**config.mk**
```make
export PLATFORM = sky130hd
export DESIGN_NAME = mem_wb_stage_flat
export DESIGN_NICKNAME = d
export VERILOG_FILES = /design/src/rtl/core_pkg.sv /design/src/rtl/mem_wb_stage_if.sv /design/src/rtl/mem_wb_stage_load_align.sv /design/src/rtl/mem_wb_stage.sv /design/src/flat_wrapper.sv
export SDC_FILE = /design/constraint.sdc
export NUM_CORES = 1
export LEC_CHECK = 0
export BUFFER_PORTS_ARGS = -buffer_cell sky130_fd_sc_hd__buf_2
export CAP_MARGIN = 0
export CORE_MARGIN = 1
export CORE_UTILIZATION = 49
export CTS_BUF_LIST = sky130_fd_sc_hd__clkbuf_4 sky130_fd_sc_hd__clkbuf_8
export DETAILED_ROUTE_END_ITERATION = 7
export PLACE_DENSITY = 0.87
export SLEW_MARGIN = 25
export SYNTH_ARGS = -nofsm -noshare
export SYNTH_HDL_FRONTEND = slang
export SYNTH_SLANG_ARGS = --single-unit
```
**constraint.sdc**
```tcl
create_clock -name i_clk -period 2.3 [get_ports i_clk]
set_clock_uncertainty 0.2 [all_clocks]
set_input_delay 0.115 -clock i_clk [delete_from_list [all_inputs] [get_ports i_clk]]
set_output_delay 0.115 -clock i_clk [all_outputs]
set_load 0.005 [all_outputs]
```
**src/rtl/core_pkg.sv**
```systemverilog
// Shared core definitions: writeback select encodings, load funct3 codes and
// the MEM/WB stage state type.
package core_pkg;

  localparam logic [1:0] WB_SEL_ALU  = 2'b00;
  localparam logic [1:0] WB_SEL_MEM  = 2'b01;
  localparam logic [1:0] WB_SEL_PC4  = 2'b10;
  localparam logic [1:0] WB_SEL_ALU2 = 2'b11;

  localparam logic [2:0] F3_LB  = 3'b000;
  localparam logic [2:0] F3_LH  = 3'b001;
  localparam logic [2:0] F3_LW  = 3'b010;
  localparam logic [2:0] F3_LBU = 3'b100;
  localparam logic [2:0] F3_LHU = 3'b101;

  typedef enum logic {
    IDLE = 1'b0,
    WAIT = 1'b1
  } mem_wb_state_t;

endpackage

```
**src/rtl/mem_wb_stage_if.sv**
```systemverilog
// MEM/WB stage bus: EX/MEM entry, data-memory response and writeback outputs.
// The master side drives the entry and memory response; the slave is the stage.
interface mem_wb_stage_if #(
  parameter int unsigned XLEN = 32
);
  logic            i_valid;
  logic            i_flush;
  logic            i_reg_write;
  logic [4:0]      i_rd;
  logic            i_mem_read;
  logic [2:0]      i_funct3;
  logic [1:0]      i_addr_lsb;
  logic [1:0]      i_wb_sel;
  logic [XLEN-1:0] i_alu_result;
  logic [XLEN-1:0] i_pc_plus4;
  logic            i_dmem_rvalid;
  logic [XLEN-1:0] i_dmem_rdata;
  logic            o_wb_reg_write;
  logic [4:0]      o_wb_rd;
  logic [XLEN-1:0] o_wb_data;
  logic            o_stall;
  logic            o_retire;
  logic            o_load_err;

  modport master (
    output i_valid, i_flush, i_reg_write, i_rd, i_mem_read, i_funct3, i_addr_lsb,
    output i_wb_sel, i_alu_result, i_pc_plus4, i_dmem_rvalid, i_dmem_rdata,
    input  o_wb_reg_write, o_wb_rd, o_wb_data, o_stall, o_retire, o_load_err
  );

  modport slave (
    input  i_valid, i_flush, i_reg_write, i_rd, i_mem_read, i_funct3, i_addr_lsb,
    input  i_wb_sel, i_alu_result, i_pc_plus4, i_dmem_rvalid, i_dmem_rdata,
    output o_wb_reg_write, o_wb_rd, o_wb_data, o_stall, o_retire, o_load_err
  );
endinterface

```
**src/rtl/mem_wb_stage_load_align.sv**
```systemverilog
// Combinational load data extractor: picks the byte/halfword addressed by
// addr_lsb out of the raw word and sign- or zero-extends it per funct3.
module load_align
  import core_pkg::*;
#(
  parameter int unsigned XLEN = 32
) (
  input  logic [XLEN-1:0] rdata,
  input  logic [2:0]      funct3,
  input  logic [1:0]      addr_lsb,
  output logic [XLEN-1:0] aligned
);

  logic [7:0]  byte_sel;
  logic [15:0] half_sel;

  always_comb begin
    byte_sel = rdata[7:0];
    unique case (addr_lsb)
      2'd0: byte_sel = rdata[7:0];
      2'd1: byte_sel = rdata[15:8];
      2'd2: byte_sel = rdata[23:16];
      2'd3: byte_sel = rdata[31:24];
      default: byte_sel = rdata[7:0];
    endcase
    half_sel = addr_lsb[1] ? rdata[31:16] : rdata[15:0];
  end

  always_comb begin
    case (funct3)
      F3_LB:   aligned = {{(XLEN-8){byte_sel[7]}}, byte_sel};
      F3_LBU:  aligned = {{(XLEN-8){1'b0}}, byte_sel};
      F3_LH:   aligned = {{(XLEN-16){half_sel[15]}}, half_sel};
      F3_LHU:  aligned = {{(XLEN-16){1'b0}}, half_sel};
      default: aligned = rdata;
    endcase
  end

endmodule

```
**src/rtl/mem_wb_stage.sv**
```systemverilog
// MEM/WB pipeline stage: registers EX/MEM results, waits on load responses with
// an optional timeout, and drives the writeback bus with x0 writes suppressed.
module mem_wb_stage
  import core_pkg::*;
#(
  parameter int unsigned LOAD_TIMEOUT = 64,
  parameter int unsigned XLEN         = 32
) (
  input logic           i_clk,
  input logic           i_rst,
  mem_wb_stage_if.slave bus
);

  localparam int unsigned CntW = (LOAD_TIMEOUT > 1) ? $clog2(LOAD_TIMEOUT + 1) : 1;
  // Count value seen on the LOAD_TIMEOUT-th WAIT edge (counter starts at 0).
  localparam logic [CntW-1:0] LastCnt = CntW'((LOAD_TIMEOUT == 0) ? 0 : LOAD_TIMEOUT - 1);

  mem_wb_state_t   state_q, state_d;
  logic [CntW-1:0] cnt_q, cnt_d;
  logic [4:0]      ld_rd_q, ld_rd_d;
  logic            ld_we_q, ld_we_d;
  logic [2:0]      ld_f3_q, ld_f3_d;
  logic [1:0]      ld_lsb_q, ld_lsb_d;

  logic            wb_we_q, wb_we_d;
  logic [4:0]      wb_rd_q, wb_rd_d;
  logic [XLEN-1:0] wb_data_q, wb_data_d;
  logic            retire_q, retire_d;
  logic            load_err_q, load_err_d;

  logic            accept;
  logic            timeout_hit;
  logic [XLEN-1:0] sel_data;
  logic [XLEN-1:0] aligned;

  load_align #(
    .XLEN(XLEN)
  ) u_load_align (
    .rdata   (bus.i_dmem_rdata),
    .funct3  (ld_f3_q),
    .addr_lsb(ld_lsb_q),
    .aligned (aligned)
  );

  assign accept      = bus.i_valid && !bus.i_flush;
  assign timeout_hit = (LOAD_TIMEOUT != 0) && (cnt_q == LastCnt);

  always_comb begin
    case (bus.i_wb_sel)
      WB_SEL_PC4: sel_data = bus.i_pc_plus4;
      default:    sel_data = bus.i_alu_result;
    endcase
  end

  always_comb begin
    state_d    = state_q;
    cnt_d      = cnt_q;
    ld_rd_d    = ld_rd_q;
    ld_we_d    = ld_we_q;
    ld_f3_d    = ld_f3_q;
    ld_lsb_d   = ld_lsb_q;
    wb_we_d    = 1'b0;
    wb_rd_d    = wb_rd_q;
    wb_data_d  = wb_data_q;
    retire_d   = 1'b0;
    load_err_d = 1'b0;

    unique case (state_q)
      IDLE: begin
        if (accept) begin
          if (bus.i_mem_read) begin
            state_d  = WAIT;
            cnt_d    = '0;
            ld_rd_d  = bus.i_rd;
            ld_we_d  = bus.i_reg_write;
            ld_f3_d  = bus.i_funct3;
            ld_lsb_d = bus.i_addr_lsb;
          end else begin
            wb_we_d   = bus.i_reg_write && (bus.i_rd != 5'd0);
            wb_rd_d   = bus.i_rd;
            wb_data_d = sel_data;
            retire_d  = 1'b1;
          end
        end
      end
      WAIT: begin
        cnt_d = cnt_q + 1'b1;
        // A response on the timeout edge still completes the load.
        if (bus.i_dmem_rvalid) begin
          state_d   = IDLE;
          cnt_d     = '0;
          wb_we_d   = ld_we_q && (ld_rd_q != 5'd0);
          wb_rd_d   = ld_rd_q;
          wb_data_d = aligned;
          retire_d  = 1'b1;
        end else if (timeout_hit) begin
          state_d    = IDLE;
          cnt_d      = '0;
          load_err_d = 1'b1;
        end
      end
      default: state_d = IDLE;
    endcase
  end

  always_ff @(posedge i_clk) begin
    if (i_rst) begin
      state_q    <= IDLE;
      cnt_q      <= '0;
      ld_rd_q    <= '0;
      ld_we_q    <= 1'b0;
      ld_f3_q    <= '0;
      ld_lsb_q   <= '0;
      wb_we_q    <= 1'b0;
      wb_rd_q    <= '0;
      wb_data_q  <= '0;
      retire_q   <= 1'b0;
      load_err_q <= 1'b0;
    end else begin
      state_q    <= state_d;
      cnt_q      <= cnt_d;
      ld_rd_q    <= ld_rd_d;
      ld_we_q    <= ld_we_d;
      ld_f3_q    <= ld_f3_d;
      ld_lsb_q   <= ld_lsb_d;
      wb_we_q    <= wb_we_d;
      wb_rd_q    <= wb_rd_d;
      wb_data_q  <= wb_data_d;
      retire_q   <= retire_d;
      load_err_q <= load_err_d;
    end
  end

  assign bus.o_stall        = (state_q == WAIT);
  assign bus.o_wb_reg_write = wb_we_q;
  assign bus.o_wb_rd        = wb_rd_q;
  assign bus.o_wb_data      = wb_data_q;
  assign bus.o_retire       = retire_q;
  assign bus.o_load_err     = load_err_q;

endmodule
```
**src/flat_wrapper.sv**
```systemverilog
// flat-port wrapper written by rule: the top's interface ports become plain ports
module mem_wb_stage_flat import core_pkg::*;
#(
  parameter int unsigned LOAD_TIMEOUT = 64,
  parameter int unsigned XLEN         = 32
)
  (i_clk, i_rst, bus_i_valid, bus_i_flush, bus_i_reg_write, bus_i_rd, bus_i_mem_read, bus_i_funct3, bus_i_addr_lsb, bus_i_wb_sel, bus_i_alu_result, bus_i_pc_plus4, bus_i_dmem_rvalid, bus_i_dmem_rdata, bus_o_wb_reg_write, bus_o_wb_rd, bus_o_wb_data, bus_o_stall, bus_o_retire, bus_o_load_err);
  mem_wb_stage_if #(.XLEN(XLEN)) bus_i ();
  input logic i_clk;
  input logic i_rst;
  input wire logic [$bits(bus_i.i_valid)-1:0] bus_i_valid;
  input wire logic [$bits(bus_i.i_flush)-1:0] bus_i_flush;
  input wire logic [$bits(bus_i.i_reg_write)-1:0] bus_i_reg_write;
  input wire logic [$bits(bus_i.i_rd)-1:0] bus_i_rd;
  input wire logic [$bits(bus_i.i_mem_read)-1:0] bus_i_mem_read;
  input wire logic [$bits(bus_i.i_funct3)-1:0] bus_i_funct3;
  input wire logic [$bits(bus_i.i_addr_lsb)-1:0] bus_i_addr_lsb;
  input wire logic [$bits(bus_i.i_wb_sel)-1:0] bus_i_wb_sel;
  input wire logic [$bits(bus_i.i_alu_result)-1:0] bus_i_alu_result;
  input wire logic [$bits(bus_i.i_pc_plus4)-1:0] bus_i_pc_plus4;
  input wire logic [$bits(bus_i.i_dmem_rvalid)-1:0] bus_i_dmem_rvalid;
  input wire logic [$bits(bus_i.i_dmem_rdata)-1:0] bus_i_dmem_rdata;
  output wire logic [$bits(bus_i.o_wb_reg_write)-1:0] bus_o_wb_reg_write;
  output wire logic [$bits(bus_i.o_wb_rd)-1:0] bus_o_wb_rd;
  output wire logic [$bits(bus_i.o_wb_data)-1:0] bus_o_wb_data;
  output wire logic [$bits(bus_i.o_stall)-1:0] bus_o_stall;
  output wire logic [$bits(bus_i.o_retire)-1:0] bus_o_retire;
  output wire logic [$bits(bus_i.o_load_err)-1:0] bus_o_load_err;
  assign bus_i.i_valid = bus_i_valid;
  assign bus_i.i_flush = bus_i_flush;
  assign bus_i.i_reg_write = bus_i_reg_write;
  assign bus_i.i_rd = bus_i_rd;
  assign bus_i.i_mem_read = bus_i_mem_read;
  assign bus_i.i_funct3 = bus_i_funct3;
  assign bus_i.i_addr_lsb = bus_i_addr_lsb;
  assign bus_i.i_wb_sel = bus_i_wb_sel;
  assign bus_i.i_alu_result = bus_i_alu_result;
  assign bus_i.i_pc_plus4 = bus_i_pc_plus4;
  assign bus_i.i_dmem_rvalid = bus_i_dmem_rvalid;
  assign bus_i.i_dmem_rdata = bus_i_dmem_rdata;
  assign bus_o_wb_reg_write = bus_i.o_wb_reg_write;
  assign bus_o_wb_rd = bus_i.o_wb_rd;
  assign bus_o_wb_data = bus_i.o_wb_data;
  assign bus_o_stall = bus_i.o_stall;
  assign bus_o_retire = bus_i.o_retire;
  assign bus_o_load_err = bus_i.o_load_err;
  mem_wb_stage #(.LOAD_TIMEOUT(LOAD_TIMEOUT), .XLEN(XLEN)) u_core (.i_clk(i_clk), .i_rst(i_rst), .bus(bus_i));
endmodule
```
==> qor.csv <==
metric;value;unit
Reg area;1180;sq um
GR Overflow Total;0;
Worst-path clk slew;0.07;ns
Slew @ Worst Pin;0.782;ns
RSZ-0062 raised after global routing;false;
Yosys top cell by area;dfxtp_1;
Chip Width;85.9;um
die area;7380;sq um
# fillers;406;
core box area;6790;sq um
Avg Cell Area, Syn;7.76;sq um
I/O Buffers;155;
Async SR Flop Fraction;0;%
VDD IR max;0.380;mV
vias per cell;6.09;
number of synthesized flops with an enable pin;0;
DRC;0;
diodes inserted;0;
Area contributors post-synth;dfxtp_1, nand2_1, a32o_1;
setup TNS;0;ns
Total GRT Usage;37.5;%
maximum number of pins on one net before global-route repair;33;
Layout area overhead;54.1;%
wire length per cell;17.9;um
setup bufs post-CTS;0;
router iterations before antenna repair;6;
CP Launch Type;register;
post-detail-place hpwl;8.12;mm
max frequency;446;MHz
Synth Net Count;561;
Die Y;85.9;um
run status;completed;
Iteration-0 DRC Markers;556;
fin. max-slew vios;0;
placer congestion estimate;0.921;
# rows;30;
synth warn;0;
CP endpoint kind;register;
Tcrit/Tclk final;97.4;%
CTS tree;built;
layout cells sized above 1;29.4;%
synthesized instance count;445;
vias in the first global route;4679;
antenna violations before repair;2;
Clock Sink Count;59;
Initial Util;50.8;%
kind of critical path;register to register;
DR vias;4687;
predominant post-synthesis flop cell;dfxtp_1;
Hold WC Path Type;input port to register;
max cap viols;0;
clk root buf;clkbuf_8;
Multi-input gate area;2070;sq um
Worst slew margin;47.8;%
minimum clock period;2.24;ns
CP arrival;2.32;ns
CTS max path bufs;2;
Post-Route WL;13.8;mm
Placed Instances;672;
final hold violations;0;
final core utilization;78.3;%
Worst Path Required;2.38;ns
Seq cells post-synth;59;
Clock H-tree levels;3;
post-synth top area share;34.2;%
ANT nets after route;0;
post-synthesis cell type count;51;
Worst Path Max Fanout;28;
Syn Std Cell Area;3450;sq um
first-pass GRT wire length;21.6;mm
Ports;156;
sequential share of the synthesized area;34.2;%
clk_lat worst skew;0.34;ns
total CTS buffers;9;
Finished Layout Cells;770;
leakage power;2.31;nW
final net count;785;
Power Dens Cells;527;nW/um^2
Final setup viols;0;
[final cells by class]
cell class	instances	area share, %
clock buffer	11	2.61
clock inverter	5	1.46
inverter	6	0.423
multi-input combinational	342	39.0
sequential	59	22.2
tap	96	2.26
timing repair buffer	251	32.0
[layout by cell type (no fill, tap or decap), types with 4 or more instances in the layout]
cell | netlist | final
nand4_1 | 18 | 18
a221oi_1 | 4 | 4
a32o_1 | 25 | 25
nand3b_1 | 25 | 25
o22ai_1 | 7 | 7
nand2b_1 | 5 | 5
o21ai_0 | 7 | 7
mux2i_1 | 5 | 5
dlygate4sd3_1 | 0 | 82
nor2b_1 | 11 | 10
a221o_1 | 4 | 4
nor2_1 | 17 | 17
o211ai_1 | 8 | 8
nand2_1 | 118 | 118
a21oi_1 | 29 | 29
buf_4 | 2 | 13
dfxtp_1 | 59 | 58
a21o_1 | 4 | 4
buf_2 | 7 | 155
clkbuf_8 | 0 | 9
inv_1 | 6 | 6
a211oi_1 | 12 | 12
[state kept, by name (all words and copies together) (netlist names)]
| signal | flops |
|---|---|
| u_core.bus.o_wb_rd | 5 |
| u_core.ld_we_q | 1 |
| u_core.cnt_q | 7 |
| u_core.bus.o_wb_data | 32 |
| u_core.bus.o_wb_reg_write | 1 |
| u_core.bus.o_retire | 1 |
| u_core.bus.o_stall | 1 |
| u_core.ld_rd_q | 5 |
| u_core.ld_f3_q | 3 |
| u_core.ld_lsb_q | 2 |
| u_core.bus.o_load_err | 1 |
[timing repair]
action / CTS / global route
hold buffers: 82 / 0
setup endpoints to repair: 0 / 10
resized for setup: 0 / 1
endpoints found under the hold margin: 51 / 0
[cells in the mapped netlist, types with 2 or more instances]
master and count:
or2_2 2, nand4_1 18, and3b_1 2, dfxtp_1 59
xor2_1 3, nand2b_1 5, nor2_1 17, o21ai_0 7
nand2_1 118, o22ai_1 7, a21oi_1 29, nand3_1 3
mux2i_1 5, a311oi_1 3, nor2b_1 11, or4_1 2
inv_1 6, a211o_1 3, a221o_1 4, buf_2 7
and2_1 2, a32o_1 25, a211oi_1 12, buf_6 3
clkbuf_1 25, nor3_1 2, nand3b_1 25, a21o_1 4
nor3b_1 2, buf_4 2, o211ai_1 8, nor4_1 2
a221oi_1 4
[stage by stage]
| step | hold slack (ns) | worst slack, ns | instance area (sq um) | power (mW) |
|---|---|---|---|---|
| floorplan | 0.0510 | 0.433 | 3450 | 1.37 |
| global placement | 0.169 | 0.240 | 4280 | 1.56 |
| detailed placement | 0.170 | 0.280 | 4280 | 1.58 |
| CTS | 0.00124 | 0.0504 | 5320 | 2.75 |
| global route | 0.0150 | 0.00609 | 5320 | 2.91 |
| finish | 0.0122 | 0.0602 | 5320 | 2.81 |
[path summary, 6_finish.rpt]
path / from / end / slack [ns] / cells past startpoint
setup / recovery: u_core.ld_lsb_q[1] / u_core.bus.o_wb_data[12] / 0.06 / 5
hold / removal: bus_i_dmem_rdata[22] / u_core.bus.o_wb_data[22] / 0.01 / 4
setup reg to reg: u_core.ld_lsb_q[1] / u_core.bus.o_wb_data[12] / 0.06 / 5
hold reg to reg: u_core.cnt_q[6] / u_core.bus.o_load_err / 0.26 / 1
[worst max-delay path: stages, from the launching register on]
cell	delay, ns
dfxtp_1	0.36
buf_4	0.30
nor2b_1	0.68
a21oi_1	0.20
o211ai_1	0.24
a32o_1	0.19
[where the power goes]
part           internal [mW]  switching (mW)  total [mW]
logic                  0.332           0.307       0.638
registers               1.07          0.0314        1.10
clock network          0.631           0.439        1.07
total                   2.03           0.777        2.81
[routing by layer]
| metal | track usage (%) | part of all wire [%] | vias up |
|---|---|---|---|
| li1 | - | - | 2072 |
| met1 | 42.2 | 36 | 2103 |
| met2 | 61.0 | 47 | 402 |
| met3 | 9.43 | 11 | 110 |
| met4 | 28.5 | 7.0 | 0 |
| met5 | 0 | 0 | - |
[kinds of logic after synthesis]
group | synth area share, %
AND/OR/NAND/NOR | 31.3
AO/OA/AOI/OAI | 24.8
flip-flops | 34.2
buffers and inverters | 5.91
multiplexers | 2.43
XOR/XNOR | 1.02
adder cells (fa/ha/maj) | 0.362
(Power assumes the default switching activity.)
